File: src/rtl/pm_readout_seq_if.sv
// pm_readout_seq_if
//   Bundles the sweep control, configuration, analog-core and result
//   signals of the phase-monitor readout sequencer.
//
//   Result handshake: result_valid is raised by the sequencer with
//   result_idx/result_data held stable until a cycle in which both
//   result_valid and result_ready are high; that clock edge is the
//   transfer. result_valid never depends combinationally on result_ready.
//
//   master : sweep requester / analog-core side (drives start, abort,
//            configuration, pm_out, result_ready)
//   slave  : the sequencer (drives en_pm, busy, done and the result)
interface pm_readout_seq_if #(
    parameter int Nti = 16,
    parameter int Npm = 20
);
    localparam int IDX_W = (Nti > 1) ? $clog2(Nti) : 1;

    logic                 start;
    logic                 abort;
    logic [Nti-1:0]       slice_mask;
    logic [7:0]           settle_cycles;
    logic [2:0]           n_avg_log2;
    logic [Npm-1:0]       pm_out [Nti-1:0];
    logic [Nti-1:0]       en_pm;
    logic                 busy;
    logic                 done;
    logic                 result_valid;
    logic                 result_ready;
    logic [IDX_W-1:0]     result_idx;
    logic [Npm-1:0]       result_data;

    modport master (
        output start, abort, slice_mask, settle_cycles, n_avg_log2, pm_out,
               result_ready,
        input  en_pm, busy, done, result_valid, result_idx, result_data
    );

    modport slave (
        input  start, abort, slice_mask, settle_cycles, n_avg_log2, pm_out,
               result_ready,
        output en_pm, busy, done, result_valid, result_idx, result_data
    );
endinterface

File: src/rtl/pm_readout_seq.sv
// pm_readout_seq
//   Sweeps the phase monitor across the selected ADC slices. For each set
//   bit of the latched slice mask (lowest index first) it enables the
//   slice's phase monitor, waits a settle time, averages 2^n samples of
//   pm_out for that slice and presents the average as a result.
//
// Ports
//   clk          : clock, rising edge
//   rst          : asynchronous active-high reset
//   sweep        : pm_readout_seq_if.slave (start/abort, configuration,
//                  pm_out, en_pm, busy, done, result handshake)
//   dbg_state_o  : current FSM state (0 IDLE, 1 SETTLE, 2 ACCUM, 3 RESULT)
module pm_readout_seq #(
    parameter int Nti = 16,
    parameter int Npm = 20
) (
    input  logic             clk,
    input  logic             rst,
    pm_readout_seq_if.slave  sweep,
    output logic [1:0]       dbg_state_o
);
    localparam int IDX_W = (Nti > 1) ? $clog2(Nti) : 1;
    // 7 guard bits: up to 128 full-scale samples cannot overflow.
    localparam int ACC_W = Npm + 7;
    localparam logic [Nti-1:0] ONE_HOT0 = Nti'(1);

    typedef enum logic [1:0] {
        IDLE   = 2'd0,
        SETTLE = 2'd1,
        ACCUM  = 2'd2,
        RESULT = 2'd3
    } state_t;

    state_t             state_q;
    logic [IDX_W-1:0]   idx_q;
    logic [Nti-1:0]     mask_q;
    logic [7:0]         settle_q;
    logic [2:0]         navg_q;
    logic [7:0]         cnt_q;
    logic [ACC_W-1:0]   acc_q;
    logic [Nti-1:0]     en_pm_q;
    logic               busy_q;
    logic               done_q;
    logic               result_valid_q;
    logic [IDX_W-1:0]   result_idx_q;
    logic [Npm-1:0]     result_data_q;

    logic               first_found_d;
    logic [IDX_W-1:0]   first_idx_d;
    logic               next_found_d;
    logic [IDX_W-1:0]   next_idx_d;
    logic [ACC_W-1:0]   acc_d;
    logic [7:0]         start_settle_d;
    logic [7:0]         next_settle_d;
    logic [7:0]         accum_cnt_d;

    // Lowest set bit of the incoming mask (used at start) and the lowest
    // set bit of the latched mask strictly above the current slice.
    // Scanning downwards lets the lowest match overwrite higher ones.
    always_comb begin
        first_found_d = 1'b0;
        first_idx_d   = '0;
        next_found_d  = 1'b0;
        next_idx_d    = '0;
        for (int i = Nti - 1; i >= 0; i--) begin
            if (sweep.slice_mask[i]) begin
                first_found_d = 1'b1;
                first_idx_d   = IDX_W'(i);
            end
            if (mask_q[i] && (i > int'(idx_q))) begin
                next_found_d = 1'b1;
                next_idx_d   = IDX_W'(i);
            end
        end
    end

    assign acc_d = acc_q + ACC_W'(sweep.pm_out[idx_q]);

    // Counters hold "cycles remaining minus one"; a settle of 0 behaves as 1.
    assign start_settle_d = (sweep.settle_cycles == 8'd0) ? 8'd0
                                                          : sweep.settle_cycles - 8'd1;
    assign next_settle_d  = (settle_q == 8'd0) ? 8'd0 : settle_q - 8'd1;
    assign accum_cnt_d    = (8'd1 << navg_q) - 8'd1;

    always_ff @(posedge clk or posedge rst) begin
        if (rst) begin
            state_q        <= IDLE;
            idx_q          <= '0;
            mask_q         <= '0;
            settle_q       <= '0;
            navg_q         <= '0;
            cnt_q          <= '0;
            acc_q          <= '0;
            en_pm_q        <= '0;
            busy_q         <= 1'b0;
            done_q         <= 1'b0;
            result_valid_q <= 1'b0;
            result_idx_q   <= '0;
            result_data_q  <= '0;
        end else begin
            done_q <= 1'b0;
            if (sweep.abort) begin
                // Abort wins over start; in IDLE it changes nothing.
                if (state_q != IDLE) begin
                    state_q        <= IDLE;
                    en_pm_q        <= '0;
                    busy_q         <= 1'b0;
                    result_valid_q <= 1'b0;
                end
            end else begin
                unique case (state_q)
                    IDLE: begin
                        if (sweep.start) begin
                            mask_q   <= sweep.slice_mask;
                            settle_q <= sweep.settle_cycles;
                            navg_q   <= sweep.n_avg_log2;
                            if (first_found_d) begin
                                state_q <= SETTLE;
                                idx_q   <= first_idx_d;
                                en_pm_q <= ONE_HOT0 << first_idx_d;
                                busy_q  <= 1'b1;
                                cnt_q   <= start_settle_d;
                            end else begin
                                // Empty sweep completes immediately.
                                done_q <= 1'b1;
                            end
                        end
                    end
                    SETTLE: begin
                        if (cnt_q == 8'd0) begin
                            state_q <= ACCUM;
                            acc_q   <= '0;
                            cnt_q   <= accum_cnt_d;
                        end else begin
                            cnt_q <= cnt_q - 8'd1;
                        end
                    end
                    ACCUM: begin
                        acc_q <= acc_d;
                        if (cnt_q == 8'd0) begin
                            state_q        <= RESULT;
                            en_pm_q        <= '0;
                            result_valid_q <= 1'b1;
                            result_idx_q   <= idx_q;
                            result_data_q  <= Npm'(acc_d >> navg_q);
                        end else begin
                            cnt_q <= cnt_q - 8'd1;
                        end
                    end
                    RESULT: begin
                        if (sweep.result_ready) begin
                            result_valid_q <= 1'b0;
                            if (next_found_d) begin
                                state_q <= SETTLE;
                                idx_q   <= next_idx_d;
                                en_pm_q <= ONE_HOT0 << next_idx_d;
                                cnt_q   <= next_settle_d;
                            end else begin
                                state_q <= IDLE;
                                busy_q  <= 1'b0;
                                done_q  <= 1'b1;
                            end
                        end
                    end
                    default: state_q <= IDLE;
                endcase
            end
        end
    end

    assign sweep.en_pm        = en_pm_q;
    assign sweep.busy         = busy_q;
    assign sweep.done         = done_q;
    assign sweep.result_valid = result_valid_q;
    assign sweep.result_idx   = result_idx_q;
    assign sweep.result_data  = result_data_q;
    assign dbg_state_o        = state_q;
endmodule

File: src/flat_wrapper.sv
// flat-port wrapper written by rule: the top's interface ports become plain ports
module pm_readout_seq_flat 
#(
    parameter int Nti = 16,
    parameter int Npm = 20
)
  (clk, rst, dbg_state_o, sweep_start, sweep_abort, sweep_slice_mask, sweep_settle_cycles, sweep_n_avg_log2, sweep_pm_out, sweep_result_ready, sweep_en_pm, sweep_busy, sweep_done, sweep_result_valid, sweep_result_idx, sweep_result_data);
  pm_readout_seq_if #(.Nti(Nti), .Npm(Npm)) sweep_i ();
  input  logic clk;
  input  logic rst;
  output logic [1:0] dbg_state_o;
  input wire logic [$bits(sweep_i.start)-1:0] sweep_start;
  input wire logic [$bits(sweep_i.abort)-1:0] sweep_abort;
  input wire logic [$bits(sweep_i.slice_mask)-1:0] sweep_slice_mask;
  input wire logic [$bits(sweep_i.settle_cycles)-1:0] sweep_settle_cycles;
  input wire logic [$bits(sweep_i.n_avg_log2)-1:0] sweep_n_avg_log2;
  input wire logic [$bits(sweep_i.pm_out)-1:0] sweep_pm_out;
  input wire logic [$bits(sweep_i.result_ready)-1:0] sweep_result_ready;
  output wire logic [$bits(sweep_i.en_pm)-1:0] sweep_en_pm;
  output wire logic [$bits(sweep_i.busy)-1:0] sweep_busy;
  output wire logic [$bits(sweep_i.done)-1:0] sweep_done;
  output wire logic [$bits(sweep_i.result_valid)-1:0] sweep_result_valid;
  output wire logic [$bits(sweep_i.result_idx)-1:0] sweep_result_idx;
  output wire logic [$bits(sweep_i.result_data)-1:0] sweep_result_data;
  assign sweep_i.start = sweep_start;
  assign sweep_i.abort = sweep_abort;
  assign sweep_i.slice_mask = sweep_slice_mask;
  assign sweep_i.settle_cycles = sweep_settle_cycles;
  assign sweep_i.n_avg_log2 = sweep_n_avg_log2;
  assign sweep_i.pm_out = {>>{sweep_pm_out}};
  assign sweep_i.result_ready = sweep_result_ready;
  assign sweep_en_pm = sweep_i.en_pm;
  assign sweep_busy = sweep_i.busy;
  assign sweep_done = sweep_i.done;
  assign sweep_result_valid = sweep_i.result_valid;
  assign sweep_result_idx = sweep_i.result_idx;
  assign sweep_result_data = sweep_i.result_data;
  pm_readout_seq #(.Nti(Nti), .Npm(Npm)) u_core (.clk(clk), .rst(rst), .sweep(sweep_i), .dbg_state_o(dbg_state_o));
endmodule
File: config.mk
export PLATFORM = sky130hd
export DESIGN_NAME = pm_readout_seq_flat
export DESIGN_NICKNAME = d
export VERILOG_FILES = /design/src/rtl/pm_readout_seq_if.sv /design/src/rtl/pm_readout_seq.sv /design/src/flat_wrapper.sv
export SDC_FILE = /design/constraint.sdc
export NUM_CORES = 1
export LEC_CHECK = 0
export ABC_AREA = 1
export CAP_MARGIN = 10
export CORE_AREA = 2 2 155 157
export CTS_BUF_LIST = sky130_fd_sc_hd__clkbuf_8
export CTS_CLUSTER_DIAMETER = 200
export DETAILED_ROUTE_END_ITERATION = 8
export DIE_AREA = 0 0 157 159
export DONT_BUFFER_PORTS = 1
export GPL_TIMING_DRIVEN = 0
export SETUP_SLACK_MARGIN = 0.2
export SKIP_CTS_REPAIR_TIMING = 1
export SLEW_MARGIN = 20
export SYNTH_ARGS = -nofsm -noshare
export SYNTH_HDL_FRONTEND = slang
export SYNTH_SLANG_ARGS = --single-unit
File: constraint.sdc
create_clock -name clk -period 8.6 [get_ports clk]
set_clock_uncertainty 0.05 [all_clocks]
set_input_delay 0.43 -clock clk [delete_from_list [all_inputs] [get_ports clk]]
set_output_delay 0.43 -clock clk [all_outputs]
set_load 0.1 [all_outputs]
# == After elaboration in Yosys (flattened, before gate mapping) ==
# Cells that the tools add are included.
# classes
mux,114
add_sub_neg,5
order_cmp,16
shift,4
eq_ne,17
n_bitwise,1
reduce_logical,34
# op_table
op,n
4-bit 2-to-1 mux,35
16-bit 2-to-1 mux,7
20-bit binary-select mux with 4-bit select,1
8-bit 2-to-1 mux,8
27-bit one-hot mux with 2 select lines,1
16-bit one-hot mux with 3 select lines,1
1-bit 2-to-1 mux,46
"4-bit > comparator, first input constant",8
8-bit one-hot mux with 4 select lines,1
"1-bit by 4-bit left shift with 16-bit output, first input constant",2
"8-bit by 1-bit subtractor with 8-bit output, second input constant",4
27-bit by 20-bit adder with 27-bit output,1
27-bit 2-to-1 mux,1
27-bit by 3-bit >> shifter with 20-bit output,1
8-bit zero test,3
6-bit AND reduction,4
20-bit 2-to-1 mux,1
"3-bit by 4-bit > comparator with 1-bit output, first input constant",4
1-bit logical AND,15
2-bit 2-to-1 mux,7
"3-bit by 2-bit != test with 1-bit output, second input constant",4
"3-bit != test, second input constant",3
3-bit AND reduction,3
"2-bit by 4-bit > comparator with 1-bit output, first input constant",2
17 further kinds,28
# word_totals
in_bits,352
regBits,111

# == Depth between registers and ports, before layout ==
# logic_depth
ltp_word,22
depth_mapped,26
ltp_nobuf,22

# == Worst setup path after synthesis ==
# OpenSTA, ideal clock, no wires.
# synth_timing
kind,register -> register
startpoint,register u_core.idx_q[0]
endpoint,register u_core.result_data_q[19] (netlist: u_core.sweep.result_data[19])
slack_ns,5.163
path_buffers,4
required_ns,8.430
stages_incl_launch_ff,24
arrival_time_ns,3.267
path_cell_list,dfrtp_1 buf_4 buf_2 clkinv_1 clkbuf_1 clkbuf_1 nor2_1 o22ai_1 nand3_1 nand4_1 ha_1 a21oi_1 nand2_1 a21boi_2 inv_1 nand3_1 nand3_1 nand2_1 and2_1 nand2_1 nand3_1 nand3_1 nand3_1 nand2_1
# synth_between
elab_chain_cells,4
# synth_rtl
item,line,text
from (decl),pm_readout_seq.sv:35,logic [IDX_W-1:0] idx_q;
from (signal assigned),pm_readout_seq.sv:119,idx_q <= first_idx_d;
from (signal assigned),pm_readout_seq.sv:155,idx_q <= next_idx_d;
20-bit binary-select mux with 4-bit select,pm_readout_seq.sv:77,assign acc_d = acc_q + ACC_W'(sweep.pm_out[idx_q]);
20-bit 2-to-1 mux (implied by the code),pm_readout_seq.sv:77,
27-bit by 20-bit adder with 27-bit output,pm_readout_seq.sv:77,
27-bit by 3-bit >> shifter with 20-bit output,pm_readout_seq.sv:145,result_data_q <= Npm'(acc_d >> navg_q);
to (signal assigned),pm_readout_seq.sv:145,
to (decl),pm_readout_seq.sv:46,logic [Npm-1:0] result_data_q;
# Every way passes these cells. The select of a mux whose other input is x is not followed.
# A chain may end at the register's enable or synchronous reset.

# == Worst setup path in the final report ==
# layout_timing
startpoint,register u_core.idx_q[0]
endpoint,register u_core.result_data_q[7] (netlist: u_core.sweep.result_data[7])
# Same word-level chain as after synthesis.

==> summary.md <==
| Metric | Value |
|---|---|
| Port-buffer cells | 0 |
| Routability cong. | 1.05 |
| Static leakage | 5.06 nW |
| Via count | 12,600 |
| Full die area | 0.0250 mm^2 |
| TritonCTS clock tree | built |
| Final worst-path cycle share | 0.603 |
| FFs w/ async S/R, synth | 1.00 |
| Total track usage | 0.380 |
| Outcome | complete, no violations |
| TritonRoute pass-1 iters | 6 |
| Count of distinct cell types in the synthesized netlist | 61 |
| Post-route cell area | 0.0114 mm^2 |
| Initial antenna violation count | 26 |
| RSZ-0062 raised after global routing | false |
| Mapped Nets | 2,089 |
| Post-layout util | 0.491 |
| Register area share after synthesis | 0.257 |
| Placeable Area | 0.0232 mm^2 |
| Startpoint Class | flop |
| # DRC | 0 |
| Busiest layer in global routing | met2 |
| Placed Area | 0.0111 mm^2 |
| Die W | 157 um |
| Synth Warn # | 0 |
| EDFF count, synth | 0 |
| Ys flop type | dfrtp_1 |
| Area grow syn2layout | 6.46% |
| Maximum number of pins on one net before global-route repair | 75 |
| Relative slew margins | 0.243 |
| Initial Util | 0.461 |
| Fill count | 2,487 |
| Worst skew pair latency | 420 ps |
| CP required | 8850 ps |
| Post-Syn Area | 0.0107 mm^2 |
| Site row count | 56 |
| IO Count | 397 |
| Wire per inst | 23.5 um |
| CTS root buffer | clkbuf_8 |
| Detailed router's first-iteration violation count | 1,426 |
| Hold Crit Class | primary input to flop |
| Fin Hold WS | 106 ps |
| Setup violators final | 0 |
| Share of cells above drive strength 1 | 0.0592 |
| Nets | 2,102 |
| GR Overflow Total | 0 |
| GR Layer Usage met1 | 0.492 |
| DIE HEIGHT | 159 um |
| CTS H-tree depth | 3 |
| Max FO, Critical Path | 10 |
| CTS Sinks | 110 |
| #FFs+latches synth | 110 |
| FF-to-FF setup slack | 3410 ps |
| Slew Viols, Final | 0 |
| Crit path DAT | 5440 ps |
| Achievable Freq | 0.193 GHz |
| Pwr Density | 405 mW/mm^2 |
| CP Capture Type | flop |
| Met2 Use GR | 0.574 |
| Mean post-synth cell area | 6.27 um^2 |
| Tightest Pin Transition | 1140 ps |
| Cells after synthesis | 1,706 |
| Vias per Instance | 6.09 |
| Crit path time final | 5190 ps |
| Routed Antenna Nets | 0 |
| Max Cap Viol | 0 |
| Multi-input logic area | 0.00704 mm^2 |
| Post-DP HPWL | 40,300 um |
| Number of global-route vias before repair | 11,600 |
| Register area | 0.00275 mm^2 |
| Peak VDD IR | 0.222 mV |
| Fin. Hold Viols | 0 |
| Drt total wl | 48,600 um |
| Clock-pin slew of the registers on the worst-case setup and hold paths | 130 ps |
| Sum of negative setup slack | 0 ps |
| First-pass GRT wire length | 71,200 um |
| M3 GR Usage | 0.145 |
| CP Class | flop to flop |
| TritonCTS buffer count | 9 |
| Clock buffer depth | 2 |
==> where the power goes <==
group	switching [mW]	internal, mW
logic	2.16	0.933
registers	0.522	0.663
clock network	0.226	0.112
==> registers in the layout, summed over array words and instances (netlist names) <==
name,count
u_core.sweep.done,1
u_core.sweep.busy,1
u_core.mask_q,15
u_core.sweep.en_pm,16
u_core.dbg_state_o,2
u_core.sweep.result_data,20
u_core.acc_q,27
u_core.navg_q,3
u_core.settle_q,8
u_core.cnt_q,8
u_core.idx_q,4
u_core.sweep.result_idx,4
u_core.sweep.result_valid,1
==> worst max-delay path, cell delays in order (launching register included) <==
cell and delay (ps):
dfrtp_1 400, buf_4 190, buf_2 230, clkinv_1 190, clkbuf_1 390, clkbuf_1 640, nor2_1 110, o22ai_1 380
nand3_1 120, nand4_1 170, ha_1 250, fa_1 290, nand3_1 90, nand2_1 170, nand3_1 90, nand2_1 180
nand2_1 70, nand2_1 80, xor2_1 370, nand2_1 130, nand3_1 150, nand2_1 70, nor2_1 150, o21ai_1 90
==> per-stage QoR <==
stage                     power [mW]  instances  setup slack [ps]
after floorplan                 3.33       1706              5160
after global placement          4.17       2025              3580
after detailed placement        4.20       2026              3580
after CTS                       4.54       2042              3540
after global routing            4.96       2058              3240
final                           4.62       2065              3410
==> final timing paths <==
| check | from | to | cells after the start |
|---|---|---|---|
| max reg2reg | u_core.idx_q[0]$_DFFE_PP0P_ | u_core.sweep.result_data[7]$_DFFE_PP0P_ | 23 |
| min reg2reg | u_core.mask_q[12]$_DFFE_PP0P_ | u_core.mask_q[12]$_DFFE_PP0P_ | 2 |
| min | sweep_settle_cycles[4] | u_core.settle_q[4]$_DFFE_PP0P_ | 2 |
| min in group asynchronous | rst | u_core.settle_q[0]$_DFFE_PP0P_ | 2 |
| max in group asynchronous | rst | u_core.acc_q[17]$_DFFE_PP0P_ | 3 |
| max | u_core.idx_q[0]$_DFFE_PP0P_ | u_core.sweep.result_data[7]$_DFFE_PP0P_ | 23 |
==> cells in the mapped netlist (all sizes together), types with 2 or more instances <==
library cell  instances  share of area
dfrtp               110           0.26
xor2                 24          0.020
o21a                  5         0.0035
buf                  32          0.016
nor4                  2         0.0012
nand2               351           0.13
nand3               143          0.068
a21o                  3         0.0021
clkbuf               68          0.024
nor2                273           0.10
inv                 121          0.044
nand4                48          0.029
xnor2                10         0.0082
or2                   3         0.0018
o211ai               10         0.0080
a31oi                 2         0.0012
a21boi                2         0.0021
a22oi                 2         0.0023
and2                  4         0.0023
o221ai                7         0.0057
o21ai               294           0.14
nor3                 16         0.0099
clkinv                3         0.0011
a21oi                39          0.020
o22ai                84          0.049
o21bai                9         0.0081
ha                   30          0.035
==> cell families (layout without fill, tap and decap cells) <==
logic type	Yosys count	in the layout	synth area share
AOI/OAI and AO/OA	465	465	0.249
other	0	22	0
xor gates and xnor gates	34	34	0.0278
buffers and inverters	224	242	0.0847
DFF	110	110	0.257
and+or+nand+nor	842	842	0.344
adders and majority gates	31	31	0.0370
==> area by class of cell <==
cell class | instances | area share
Tap cell | 319 | 0.0351
Clock buffer | 9 | 0.0109
Timing Repair Buffer | 2 | 0.00330
Inverter | 124 | 0.0424
Sequential cell | 110 | 0.242
Antenna cell | 22 | 0.00484
Clock inverter | 7 | 0.00615
Buffer | 100 | 0.0376
Multi-Input combinational cell | 1372 | 0.618
==> cell usage in the layout, fill, tap and decap left out, types with 4 or more instances in the layout <==
cell type | Yosys | routed
a21oi_1 | 37 | 37
and2_1 | 4 | 4
buf_1 | 9 | 9
buf_2 | 18 | 18
clkbuf_1 | 68 | 68
clkbuf_8 | 0 | 9
dfrtp_1 | 110 | 110
diode_2 | 0 | 22
ha_1 | 30 | 30
inv_1 | 108 | 108
inv_2 | 10 | 10
nand2_1 | 342 | 342
nand2_2 | 6 | 6
nand3_1 | 140 | 140
nand4_1 | 47 | 47
nor2_1 | 262 | 262
nor2_2 | 5 | 5
nor2_4 | 4 | 4
nor3_1 | 12 | 12
o211ai_1 | 8 | 8
o21a_1 | 5 | 5
o21ai_0 | 272 | 272
o21ai_1 | 18 | 18
o21ai_2 | 4 | 4
o21bai_1 | 4 | 4
o21bai_2 | 5 | 5
o221ai_1 | 7 | 7
o22ai_1 | 84 | 84
xnor2_1 | 10 | 10
xor2_1 | 24 | 24
==> metal layers <==
layer  vias to the layer above  part of all wire
li1                       5875                 -
met2                       701              0.44
met4                        14             0.038
met3                       118              0.12
met1                      5864              0.40
met5                         -            0.0022
Note: power is estimated with default switching activity, not from simulation.
